`src/rtl/qubo_demon_scheduler.sv`:
```
// QUBO demon annealer sequencer: sweeps the spins, streams weight rows, applies the demon flip rule.
// Optional best-state tracking is built when QUBO_DEMON_BEST_EN is defined.
module qubo_demon_scheduler #(
    parameter int N_SPINS   = 8,
    parameter int W_WIDTH   = 8,
    parameter int E_WIDTH   = 12,
    parameter int DEMON_MAX = 255,
    localparam int IDX_W    = $clog2(N_SPINS)
) (
    input  logic               clk,
    input  logic               reset,
    input  logic               start,
    input  logic [7:0]         sweeps,
    input  logic [N_SPINS-1:0] spin_init,
    input  logic [E_WIDTH-1:0] demon_init,
    output logic [IDX_W-1:0]   w_row,
    output logic [IDX_W-1:0]   w_col,
    input  logic [W_WIDTH-1:0] w_data,
    output logic               busy,
    output logic               done,
    output logic [N_SPINS-1:0] spins,
    output logic [E_WIDTH-1:0] demon,
    output logic [15:0]        flip_count,
    output logic [N_SPINS-1:0] best_spins,
    output logic [E_WIDTH-1:0] best_delta,
    output logic [1:0]         dbg_state
);

    localparam int CNT_W = IDX_W + 1;
    localparam int X_W   = E_WIDTH + 2;
    localparam logic signed [X_W-1:0] E_MAX_X = X_W'((2 ** (E_WIDTH - 1)) - 1);
    localparam logic signed [X_W-1:0] E_MIN_X = -E_MAX_X - X_W'(1);
    localparam logic signed [X_W-1:0] DMAX_X  = X_W'(DEMON_MAX);

    typedef enum logic [1:0] {
        S_IDLE   = 2'd0,
        S_FETCH  = 2'd1,
        S_DECIDE = 2'd2,
        S_DONE   = 2'd3
    } state_t;

    function automatic logic [E_WIDTH-1:0] sat_e(input logic signed [X_W-1:0] v);
        if (v > E_MAX_X)      return E_MAX_X[E_WIDTH-1:0];
        else if (v < E_MIN_X) return E_MIN_X[E_WIDTH-1:0];
        else                  return v[E_WIDTH-1:0];
    endfunction

    state_t               r_state;
    state_t               w_state_nxt;
    logic [IDX_W-1:0]     r_i;
    logic [CNT_W-1:0]     r_j;
    logic [7:0]           r_sweeps_left;
    logic [E_WIDTH-1:0]   r_acc;
    logic [N_SPINS-1:0]   r_spins;
    logic [E_WIDTH-1:0]   r_demon;
    logic [15:0]          r_flips;

    logic                 w_fetch_last;
    logic                 w_last_i;
    logic                 w_last_sweep;
    logic [IDX_W-1:0]     w_acc_col;
    logic signed [X_W-1:0] w_dext;
    logic signed [X_W-1:0] w_acc_x;
    logic signed [X_W-1:0] w_term;
    logic [E_WIDTH-1:0]   w_acc_nxt;
    logic signed [E_WIDTH-1:0] w_de;
    logic                 w_accept;
    logic signed [X_W-1:0] w_dem_diff;
    logic [E_WIDTH-1:0]   w_dem_nxt;
    logic [N_SPINS-1:0]   w_spins_flip;

    assign w_fetch_last = (r_j == CNT_W'(N_SPINS));
    assign w_last_i     = (r_i == IDX_W'(N_SPINS - 1));
    assign w_last_sweep = (r_sweeps_left == 8'd1);

    // Data returned this cycle belongs to the column issued one cycle earlier.
    assign w_acc_col = IDX_W'(r_j - CNT_W'(1));
    assign w_dext    = {{(X_W - W_WIDTH){w_data[W_WIDTH-1]}}, w_data};
    assign w_acc_x   = {{2{r_acc[E_WIDTH-1]}}, r_acc};

    always_comb begin
        w_term = '0;
        if (w_acc_col == r_i)
            w_term = w_dext;
        else if (r_spins[w_acc_col])
            w_term = w_dext <<< 1;
    end

    assign w_acc_nxt    = sat_e(w_acc_x + w_term);
    assign w_de         = sat_e(r_spins[r_i] ? -w_acc_x : w_acc_x);
    assign w_accept     = (w_de <= $signed(r_demon));
    assign w_dem_diff   = $signed({2'b00, r_demon}) - {{2{w_de[E_WIDTH-1]}}, w_de};
    assign w_dem_nxt    = (w_dem_diff > DMAX_X) ? DMAX_X[E_WIDTH-1:0] :
                          (w_dem_diff < 0)      ? '0 : w_dem_diff[E_WIDTH-1:0];
    assign w_spins_flip = r_spins ^ (N_SPINS'(1) << r_i);

    always_ff @(posedge clk or posedge reset) begin
        if (reset) r_state <= S_IDLE;
        else       r_state <= w_state_nxt;
    end

    always_comb begin
        w_state_nxt = r_state;
        busy        = 1'b0;
        done        = 1'b0;
        case (r_state)
            S_IDLE: begin
                if (start) w_state_nxt = (sweeps == 8'd0) ? S_DONE : S_FETCH;
            end
            S_FETCH: begin
                busy = 1'b1;
                if (w_fetch_last) w_state_nxt = S_DECIDE;
            end
            S_DECIDE: begin
                busy        = 1'b1;
                w_state_nxt = (w_last_i && w_last_sweep) ? S_DONE : S_FETCH;
            end
            S_DONE: begin
                done        = 1'b1;
                w_state_nxt = S_IDLE;
            end
            default: w_state_nxt = S_IDLE;
        endcase
    end

    always_ff @(posedge clk or posedge reset) begin
        if (reset) begin
            r_i           <= '0;
            r_j           <= '0;
            r_sweeps_left <= '0;
            r_acc         <= '0;
            r_spins       <= '0;
            r_demon       <= '0;
            r_flips       <= '0;
        end else begin
            case (r_state)
                S_IDLE: begin
                    if (start) begin
                        r_sweeps_left <= sweeps;
                        r_spins       <= spin_init;
                        r_demon       <= (demon_init > E_WIDTH'(DEMON_MAX)) ? E_WIDTH'(DEMON_MAX) : demon_init;
                        r_flips       <= '0;
                        r_i           <= '0;
                        r_j           <= '0;
                        r_acc         <= '0;
                    end
                end
                S_FETCH: begin
                    if (r_j != '0) r_acc <= w_acc_nxt;
                    r_j <= w_fetch_last ? '0 : r_j + CNT_W'(1);
                end
                S_DECIDE: begin
                    if (w_accept) begin
                        r_spins <= w_spins_flip;
                        r_demon <= w_dem_nxt;
                        if (r_flips != 16'hFFFF) r_flips <= r_flips + 16'd1;
                    end
                    r_acc <= '0;
                    r_j   <= '0;
                    if (w_last_i) begin
                        r_i <= '0;
                        if (!w_last_sweep) r_sweeps_left <= r_sweeps_left - 8'd1;
                    end else begin
                        r_i <= r_i + IDX_W'(1);
                    end
                end
                default: ;
            endcase
        end
    end

    assign w_row      = r_i;
    assign w_col      = (r_state == S_FETCH && !w_fetch_last) ? r_j[IDX_W-1:0] : '0;
    assign spins      = r_spins;
    assign demon      = r_demon;
    assign flip_count = r_flips;
    assign dbg_state  = r_state;

`ifdef QUBO_DEMON_BEST_EN
    logic [E_WIDTH-1:0] r_rel_e;
    logic [N_SPINS-1:0] r_best_spins;
    logic [E_WIDTH-1:0] r_best_delta;
    logic [E_WIDTH-1:0] w_rel_nxt;

    // rel_E is the energy of the current spins relative to spin_init.
    assign w_rel_nxt = sat_e({{2{r_rel_e[E_WIDTH-1]}}, r_rel_e} + {{2{w_de[E_WIDTH-1]}}, w_de});

    always_ff @(posedge clk or posedge reset) begin
        if (reset) begin
            r_rel_e      <= '0;
            r_best_spins <= '0;
            r_best_delta <= '0;
        end else if (r_state == S_IDLE && start) begin
            r_rel_e      <= '0;
            r_best_spins <= spin_init;
            r_best_delta <= '0;
        end else if (r_state == S_DECIDE && w_accept) begin
            r_rel_e <= w_rel_nxt;
            if ($signed(w_rel_nxt) < $signed(r_best_delta)) begin
                r_best_spins <= w_spins_flip;
                r_best_delta <= w_rel_nxt;
            end
        end
    end

    assign best_spins = r_best_spins;
    assign best_delta = r_best_delta;
`else
    assign best_spins = r_spins;
    assign best_delta = '0;
`endif

endmodule

```
`config.mk`:
```
export PLATFORM = sky130hd
export DESIGN_NAME = qubo_demon_scheduler
export DESIGN_NICKNAME = d
export VERILOG_FILES = /design/src/rtl/qubo_demon_scheduler.sv
export SDC_FILE = /design/constraint.sdc
export NUM_CORES = 1
export LEC_CHECK = 0
export ABC_AREA = 1
export BUFFER_PORTS_ARGS = -buffer_cell sky130_fd_sc_hd__buf_2
export CAP_MARGIN = 20
export CORE_UTILIZATION = 25
export CTS_BUF_LIST = sky130_fd_sc_hd__clkbuf_4 sky130_fd_sc_hd__clkbuf_8
export DETAILED_ROUTE_END_ITERATION = 16
export GPL_ROUTABILITY_DRIVEN = 0
export GPL_TIMING_DRIVEN = 0
export PLACE_DENSITY = 0.47
export SETUP_SLACK_MARGIN = 0.1
export SLEW_MARGIN = 20
export SYNTH_ARGS = -nofsm -noshare
export SYNTH_HDL_FRONTEND = slang
export SYNTH_SLANG_ARGS = --single-unit
export TNS_END_PERCENT = 30
```
`constraint.sdc`:
```
create_clock -name clk -period 6.1 [get_ports clk]
set_input_delay 0 -clock clk [delete_from_list [all_inputs] [get_ports clk]]
set_output_delay 0 -clock clk [all_outputs]
set_load 0.05 [all_outputs]
```
==> results.md <==
* Die W at 163 um
* Core ar. at around 0.025 sq mm
* Initial DRT Pass Iterations at 4
* Global route overflow at 0
* Area Growth Syn to Fin at 21.2%
* Yosys top cell area share at between 20% and 30%
* Final WL at around 19 mm
* DRC at 0
* # rows at a little under 60
* CTS sink count at 65
* Finish-stage setup viols at 0
* Final period utilization at 70.1%
* Top_reg_cell synth: dfrtp_1
* Antenna Nets Post-Route at 0
* Maxcap violations at 0
* Vias after detailed routing at ~6.4k
* Type of the worst setup path: flop to flop
* Worst Path Arrival at between 4000 and 5000 ps
* Initial Util at 25.5%
* HPWL after DPL at about 16 mm
* Distinct cell type count after synthesis at 47
* CTS H-tree lvls at 3
* Fillers at around 2.9k
* IO Port Bufs at 92
* Area leader, netlist: dfrtp_1
* Setup ws final at around 1800 ps
* Number of synthesized flops with an enable pin at 0
* Global-route wire length before repair at between 30 and 40 mm
* Top cells by area, synth: dfrtp_1 (25%), nand2_1 (14%), ha_1 (10%), inv_1 (9.2%), o21ai_0 (5.7%)
* Post-Route Setup TNS at 0 ps
* Mapped Cells at between 900 and 1k
* DRT iter0 DRCs at between 300 and 400
* Reg clk slew, reported paths at 80 ps
* Slew Limit Fails at 0
* Root buffer cell: clkbuf_8
* Initial antenna violation count at 0
* Status: completed
* Fin. Hold Viols at 0
* Cells along the critical path: buf_2, inv_1, ha_1, xnor2_1, xor2_1, nand4_1, clkbuf_1, nor2_1, ha_1, inv_1, fa_1, o21ai_1, nand3_1, nand4_1, nand2_1, o21ai_1, nand2_1, o21ai_0
* Asr flop ratio synth at 100%
* Max Fclk at about 230 MHz
* Die Span Y at between 150 and 200 um
* Sequential area share after synthesis at 25.2%
* Later-pin clock latency in the skew report at between 300 and 400 ps
* Netlist Area Pre-Place at around 0.0064 sq mm
* Num CTS Buffers at 9
* Hold Slack at around 35 ps
* Unrepaired setup endpoints after global routing: false
* Hold Crit Class: input pin to flop
* Critical Path Slowest Stage Cell: fa_1
* Crit path largest cell delay at 450 ps
* Syn_area_per_cell at around 6.5 sq um
* Crit. End Element: flop
* Post-DR wirelength/cell at approximately 13 um
* Max-slew headroom at approximately 50%
* Critical path fanouts, max at 10
* Setup crit start kind: flop
* Post-CTS sizing at 0
* Share of post-route cells with drive strength above 1 at ~16%
* ANT cells at 0
* Top Layer Used: met4
* CP delay by family, top: simple AND/OR/NAND/NOR gates
* Min Tclk post-route at 4280 ps
* Synthesis-stage register bit count at 65
* Top Ports at approximately 110
* Routed met2 length at 8.93 mm
* Number of global-route vias before repair at approximately 6.2k
* Die area at 0.0264 sq mm
* Critical Path RT at 6380 ps
* Met1 Wirelength at around 9.4 mm
* CTS max path bufs at 2
* Worst slew pin tran at 728 ps
* Via density at roughly 4.4
* DP Worst Slack at ~1800 ps
* TritonCTS clock tree: built
* Worst path bufs/invs at 4
* Synth warn at 0
* GRT Resource Usage Total at between 10% and 20%
* Largest net degree at the start of global routing at 52
* Nets at around 1.2k
* Met3 WL at approximately 630 um
* Final Skew at about 11 ps
per-layer routing:
| metal | up-vias | GRT usage, % |
|---|---|---|
| li1 | 3381 | - |
| met5 | - | 0 |
| met1 | 2889 | 19.8 |
| met4 | 0 | 4.97 |
| met2 | 108 | 25.3 |
| met3 | 23 | 2.47 |
worst reg2reg max path: stages (launching register included):
cell and delay [ps]:
dfrtp_1 350, buf_2 190, inv_1 160, ha_1 240, xnor2_1 310, xor2_1 170
nand4_1 270, clkbuf_1 270, nor2_1 160, ha_1 210, inv_1 80, fa_1 450
o21ai_1 300, nand3_1 150, nand4_1 110, nand2_1 60, o21ai_1 190, nand2_1 260
o21ai_0 260
flip-flops by register name, summed over array words and instances, names as in the netlist:
register	cells
best_spins	8
r_j	4
demon	12
r_sweeps_left	8
flip_count	16
r_acc	12
w_row	3
dbg_state	2
cells by family after synthesis:
kind of cell / synth area share (%)
compound gates: 13.3
xor+xnor: 5.57
fa+ha+maj: 11.1
buf+inv: 13.2
other cells: 0.0582
flops: 25.2
simple gates: 31.5
synthesized netlist by cell type (2+ instances only):
library cell,n
o21ai_0,73
nor2_1,88
nand3_2,4
o211ai_1,2
dfrtp_1,65
nand2_4,3
nand2_1,247
buf_6,2
xor2_1,30
fa_1,2
nand3_1,57
o22ai_1,4
xnor2_1,11
nor2_2,2
o21ai_1,2
nand4_1,14
a21oi_1,55
ha_1,54
buf_2,7
nand2_2,13
buf_4,20
nor4_1,8
a31oi_1,3
nor3_1,18
o21ai_2,10
nor2_4,2
inv_2,4
nand3b_1,2
inv_1,158
clkbuf_1,7
timing repair:
action | 4_1_cts | 5_1_grt
buffers inserted | 0 | 0
endpoints found under the hold margin | 85 | 0
hold buffers | 21 | 0
worst paths after layout:
path,start,to,slack (ps),cells after the start
setup reg to reg,r_j[0]$_DFFE_PP0P_,r_acc[0]$_DFFE_PP0P_,1820,18
min in group asynchronous,reset,demon[6]$_DFFE_PP0P_,100,3
max in group asynchronous,reset,best_spins[2]$_DFFE_PP0P_,5440,4
hold / removal,sweeps[3],r_sweeps_left[3]$_DFFE_PP0P_,40,3
hold reg to reg,r_sweeps_left[4]$_DFFE_PP0P_,r_sweeps_left[4]$_DFFE_PP0P_,510,2
setup / recovery,r_j[0]$_DFFE_PP0P_,r_acc[0]$_DFFE_PP0P_,1820,18
stage by stage:
| stage | util, % | std cells | area, sq um |
|---|---|---|---|
| floorplan | - | 995 | 6480 |
| finish | 30.9 | 1455 | 7810 |
| global placement | 29.1 | 1417 | 7360 |
| global route | 30.9 | 1455 | 7810 |
| CTS | 30.9 | 1455 | 7810 |
| detailed placement | 29.3 | 1418 | 7390 |
area by class of cell:
class,count,area [sq um],area share [%]
Buffer,38,243,3.11
Clock inverter,6,73.8,0.945
Tap cell,330,413,5.29
Inverter,162,611,7.82
Multi-Input combinational cell,730,4010,51.3
Timing Repair Buffer,114,698,8.94
Clock buffer,10,138,1.76
Sequential cell,65,1630,20.8
layout by cell type (no fill, tap or decap), types with 18 or more instances in the layout:
master and count:
nor2_1 88, nand3_1 57, dlygate4sd3_1 21, buf_4 20, o21ai_0 73, nor3_1 18, ha_1 54, inv_1 157
buf_2 99, xor2_1 30, a21oi_1 55, nand2_1 247, dfrtp_1 65
Power is not shown: default switching activity piles up to over one toggle a cycle in this logic, so the estimate is an artifact.
